`src/rtl/regfile_write_arbiter.sv`:
```
// Shares the register-file write port between the core writeback path (absolute
// priority) and a FIFO-buffered auxiliary requester with starvation signalling.
module regfile_write_arbiter #(
    parameter int FIFO_DEPTH     = 4,
    parameter int STARVE_LIMIT   = 4,
    parameter int XLEN           = 32,
    parameter int REG_ADDR_WIDTH = 5
) (
    input  logic                      clk,
    input  logic                      rst_n,
    input  logic                      wb_valid,
    input  logic [REG_ADDR_WIDTH-1:0] wb_rd_addr,
    input  logic [XLEN-1:0]           wb_data,
    input  logic                      aux_valid,
    output logic                      aux_ready,
    input  logic [REG_ADDR_WIDTH-1:0] aux_rd_addr,
    input  logic [XLEN-1:0]           aux_data,
    output logic                      reg_write_enable,
    output logic [REG_ADDR_WIDTH-1:0] rd_addr,
    output logic [XLEN-1:0]           write_data,
    output logic [31:0]               pending_mask,
    output logic                      stall_req
);

    localparam int PTR_W    = $clog2(FIFO_DEPTH);
    localparam int CNT_W    = $clog2(FIFO_DEPTH + 1);
    localparam int STARVE_W = $clog2(STARVE_LIMIT + 1);
    localparam logic [CNT_W-1:0]    FULL_COUNT = CNT_W'(FIFO_DEPTH);
    localparam logic [STARVE_W-1:0] STARVE_MAX = STARVE_W'(STARVE_LIMIT);

    logic [REG_ADDR_WIDTH-1:0] fifo_addr [FIFO_DEPTH];
    logic [XLEN-1:0]           fifo_data [FIFO_DEPTH];
    logic [PTR_W-1:0]          head;
    logic [PTR_W-1:0]          tail;
    logic [CNT_W-1:0]          count;
    logic [CNT_W-1:0]          count_next;
    logic [STARVE_W-1:0]       starve_cnt;
    logic [STARVE_W-1:0]       starve_next;
    logic                      fifo_empty;
    logic                      wb_eff;
    logic                      enq;
    logic                      deq;

    assign fifo_empty = (count == '0);
    assign aux_ready  = (count != FULL_COUNT);
    assign wb_eff     = wb_valid && (wb_rd_addr != '0);
    assign enq        = aux_valid && aux_ready && (aux_rd_addr != '0);
    assign deq        = !wb_eff && !fifo_empty;

    // Writes to x0 are architecturally dead, so they never claim the port.
    always_comb begin
        reg_write_enable = 1'b0;
        rd_addr          = '0;
        write_data       = '0;
        if (wb_eff) begin
            reg_write_enable = 1'b1;
            rd_addr          = wb_rd_addr;
            write_data       = wb_data;
        end else if (!fifo_empty) begin
            reg_write_enable = 1'b1;
            rd_addr          = fifo_addr[head];
            write_data       = fifo_data[head];
        end
    end

    always_comb begin
        count_next = count;
        case ({enq, deq})
            2'b10:   count_next = count + CNT_W'(1);
            2'b01:   count_next = count - CNT_W'(1);
            default: count_next = count;
        endcase

        starve_next = '0;
        if (!fifo_empty && !deq) begin
            starve_next = (starve_cnt == STARVE_MAX) ? STARVE_MAX : starve_cnt + STARVE_W'(1);
        end
    end

    // An entry is live when its distance from head is below the occupancy.
    always_comb begin : pending_decode
        logic [PTR_W-1:0] offset;
        pending_mask = '0;
        for (int i = 0; i < FIFO_DEPTH; i++) begin
            offset = PTR_W'(i) - head;
            if ({1'b0, offset} < count) begin
                pending_mask[fifo_addr[i]] = 1'b1;
            end
        end
        pending_mask[0] = 1'b0;
    end

    always_ff @(posedge clk) begin
        if (enq) begin
            fifo_addr[tail] <= aux_rd_addr;
            fifo_data[tail] <= aux_data;
        end
    end

    always_ff @(posedge clk or negedge rst_n) begin
        if (!rst_n) begin
            head       <= '0;
            tail       <= '0;
            count      <= '0;
            starve_cnt <= '0;
            stall_req  <= 1'b0;
        end else begin
            if (enq) begin
                tail <= tail + PTR_W'(1);
            end
            if (deq) begin
                head <= head + PTR_W'(1);
            end
            count      <= count_next;
            starve_cnt <= starve_next;
            if (deq) begin
                stall_req <= 1'b0;
            end else if (starve_next == STARVE_MAX) begin
                stall_req <= 1'b1;
            end
        end
    end

endmodule
```
`config.mk`:
```
export PLATFORM = sky130hd
export DESIGN_NAME = regfile_write_arbiter
export DESIGN_NICKNAME = d
export VERILOG_FILES = /design/src/rtl/regfile_write_arbiter.sv
export SDC_FILE = /design/constraint.sdc
export NUM_CORES = 1
export LEC_CHECK = 0
export ABC_AREA = 0
export CAP_MARGIN = 15
export CELL_PAD_IN_SITES_DETAIL_PLACEMENT = 0
export CELL_PAD_IN_SITES_GLOBAL_PLACEMENT = 1
export CORE_UTILIZATION = 43
export DETAILED_ROUTE_END_ITERATION = 7
export GPL_TIMING_DRIVEN = 0
export PLACE_DENSITY_LB_ADDON = 0.1
export SYNTH_ARGS = -nofsm -noshare
export SYNTH_HDL_FRONTEND = slang
export SYNTH_SLANG_ARGS = --single-unit
```
`constraint.sdc`:
```
create_clock -name clk -period 2.8 [get_ports clk]
set_input_delay 0.56 -clock clk [delete_from_list [all_inputs] [get_ports clk]]
set_output_delay 0.56 -clock clk [all_outputs]
set_load 0.005 [all_outputs]
```
==> flow_summary_export.csv <==
group,metric,value,unit
clock_tree,cts_tree,"built",
critical_path,cp_max_fo,5,
critical_path,arrival,2.63,ns
floorplan,num_rows,48,
run_status,violations,"setup timing",
cells_and_area,stdcell_count,963,
synth,async_flop_share,6.92,%
power_and_ir_drop,pwr-share-seq,31.1,%
drt,routedWlPerCell,23.3,microns
global_routing,track_usage,25.6,%
cells_and_area,drive_gt1_share,32.9,%
synth,syn_nets,601,
drt,vias,5641,
power_and_ir_drop,leakagePower,3.90,nW
drt,drt_iter0_drc,409,
global_routing,grt_pass1_vias,5807,
placement,port_buffers,147,
placement,dp_hpwl,15000,microns
sta,setup_viol,62,
clock_tree,worstSkewPairLatency,0.42,ns
drt,viasPerCell,5.86,
synth,yosys.cell_types.count,51,
sta,max_freq,313,MHz
floorplan,core_area,17400,sq um
synth,yosysTopAreaCellShare,58.0,%
floorplan,io_pins,150,
global_routing,grt_overflow,0,
synth,synth_most_common_cell,"edfxtp_1",
power_and_ir_drop,swShare,34.9,%
clock_tree,cts_max_level,4,
clock_tree,clk_pin_slew,0.07,ns
power_and_ir_drop,clkPwrFrac,20.6,%
sta,slew_headroom,56.9,%
sta,hold_violations,0,
synth,post-synth-top-area-cell,"edfxtp_1",
global_routing,grt_pass1_wl,34100,microns
synth,yosysWarnings,0,
sta,worst_slew_pin_slew,0.646,ns
synth,ys_top_cells_by_count,"edfxtp_1 (148), a22o_1 (37), mux4_2 (37)",
synth,ys.flop_type,"edfxtp_1",
synth,netlist_instances,511,
cells_and_area,fin_util,62.6,%
clock_tree,numCtsBuffers,17,
floorplan,die_area,18400,sq um
clock_tree,cts-root-buf,"clkbuf_16",
floorplan,die_x,136,microns
clock_tree,cts_hold_buf,0,
sta,fin_crit,3.19,ns
synth,syn_area,7670,sq um
critical_path,required,2.24,ns
sta,fin_ws,-0.391,ns
sta,hold_slack,0.499,ns
run_status,outcome,"finished with violations",
placement,dp_cells,887,
job,drv_cap,0,
floorplan,die_h,136,microns
global_routing,grt_max_degree,26,
drt,ant_nets,0,
synth,yosys-top-cells-area,"edfxtp_1 (58%), mux4_2 (11%), a22o_1 (4.2%), dfrtp_1 (3.6%), o221ai_1 (2.4%)",
critical_path,r2r_cells,11,
synth,ys_seq_area_share,61.5,%
clock_tree,clock_sinks,159,
placement,gp_routability_congestion,0.926,
global_routing,antenna_found_initial,0,
synth,synth_edf_count,148,
sta,rsz0062_at_grt,"yes",
power_and_ir_drop,ir_worst_vdd,0.597,mV
placement,place_ws,-1.11,ns
sta,fin_crit_sh,114,%
min_path,holdCritPathClass,"input port to async pin",
critical_path,critical_path_class,"flop to output pin",
critical_path,crit_path_end_kind,"output pin",
synth,ys_ff_latch,159,
cells_and_area,diodes,0,
sta,finClkSkew,0.0113,ns
sta,slew_viol_final,0,
synth,syn_avg_cell_area,15.0,sq um
power_and_ir_drop,p_comb_share,48.3,%
clock_tree,cts_buffer_depth,2,
cells_and_area,design_area,10900,sq um
power_and_ir_drop,p_int,0.00708,W
critical_path,critPathLaunchType,"flop",
drt,post-route-drc-count,0,
drt,first_pass_iters,5,
cells_and_area,area_growth,41.6,%
floorplan,start_util,44.2,%
cells_and_area,nNetsFinal,815,
drt,drt_wl_total,22400,microns
placement,placed_area,9520,sq um
power_and_ir_drop,switchingPower,0.00379,W
power_and_ir_drop,p_per_area,1000,nW/um^2
power groups by stage:
stage / clock, W / sequential [W] / combinational [W]
after floorplan: 0 / 0.00333 / 0.00233
after global placement: 0 / 0.00341 / 0.00378
after detailed placement: 0 / 0.00341 / 0.00388
after CTS: 0.00227 / 0.00337 / 0.00502
after global routing: 0.00237 / 0.00342 / 0.00560
final: 0.00224 / 0.00338 / 0.00525
kinds of logic after synthesis:
logic type	share of synthesized area, %
other	0.0489
and+or+nand+nor	8.55
muxes	11.0
AOI/OAI and AO/OA	13.3
DFF	61.5
xor gates and xnor gates	0.799
buffers and inverters	2.69
adders and majority gates	2.06
state kept, by name (all words and copies together) (netlist names):
name / count
count: 3
fifo_addr: 20
tail: 2
stall_req: 1
head: 2
fifo_data: 128
starve_cnt: 3
placed cells by master, fill, tap and decap left out, types with 3 or more instances in the layout:
cell type          n
edfxtp_1         148
clkdlybuf4s50_1  101
mux4_2            37
a22o_1            37
buf_4             33
nand2_1           31
nor2_1            27
buf_2             27
buf_6             24
clkbuf_16         18
a22oi_2           17
nand2b_1          14
nand3_1           13
o221ai_2          12
o211ai_1          12
inv_1             11
nor2b_1           10
dfrtp_1           10
nor3_1             9
o221ai_1           9
ha_1               9
clkbuf_2           8
dlymetal6s2s_1     8
inv_6              7
dlygate4sd2_1      7
buf_12             5
clkbuf_1           5
a2bb2oi_2          5
a2bb2oi_1          5
a211oi_4           4
and2_2             4
o22a_1             3
nand2_2            3
xor2_1             3
xnor2_1            3
metal layers:
layer,global-route usage (%),part of all wire [%]
met5,0,0
met4,9.49,2.0
met3,5.61,5.9
met2,42.0,51
met1,33.2,42
layout make-up:
type,instances,area (sq um)
inverter,13,48.8
buffer,29,284
fill,1295,6500
timing repair buffer,195,1830
sequential,159,4720
clock inverter,13,139
multi-input combinational,310,3120
clock buffer,19,433
tap,225,282
worst paths after layout:
| path | startpoint | slack, ns | endpoint |
|---|---|---|---|
| max | head[0] | -0.39 | pending_mask[1] |
| min | rst_n | 0.50 | starve_cnt[2] |
| max reg2reg | count[2] | 0.45 | count[2] |
| min reg2reg | stall_req | 0.50 | stall_req |
| max in group asynchronous | rst_n | 1.88 | head[1] |
| min in group clk | stall_req | 0.50 | stall_req |
critical path, cell delays in order, from the launching register on:
cell and delay, ns:
dfrtp_1 0.37, buf_6 0.13, buf_12 0.12, xnor2_4 0.15, inv_2 0.06, ha_4 0.21
nor2b_4 0.14, a211oi_4 0.35, buf_6 0.17, buf_6 0.10, buf_6 0.09, a2bb2oi_2 0.04
o211ai_1 0.10, buf_2 0.16
per-stage QoR:
stage          total power (W)  setup TNS (ns)
2_1_floorplan          0.00566               0
3_3_place_gp           0.00719         -193.01
3_5_place_dp           0.00730          -71.78
4_1_cts                 0.0107          -18.52
5_1_grt                 0.0114          -21.28
6_report                0.0109          -14.36
what timing repair did:
action	in CTS	in global routing
resized for setup	215	44
setup buffers	33	10
cloned	2	1
pin swaps	24	14
setup endpoints to repair	70	70
Note: power is estimated with default switching activity, not from simulation.
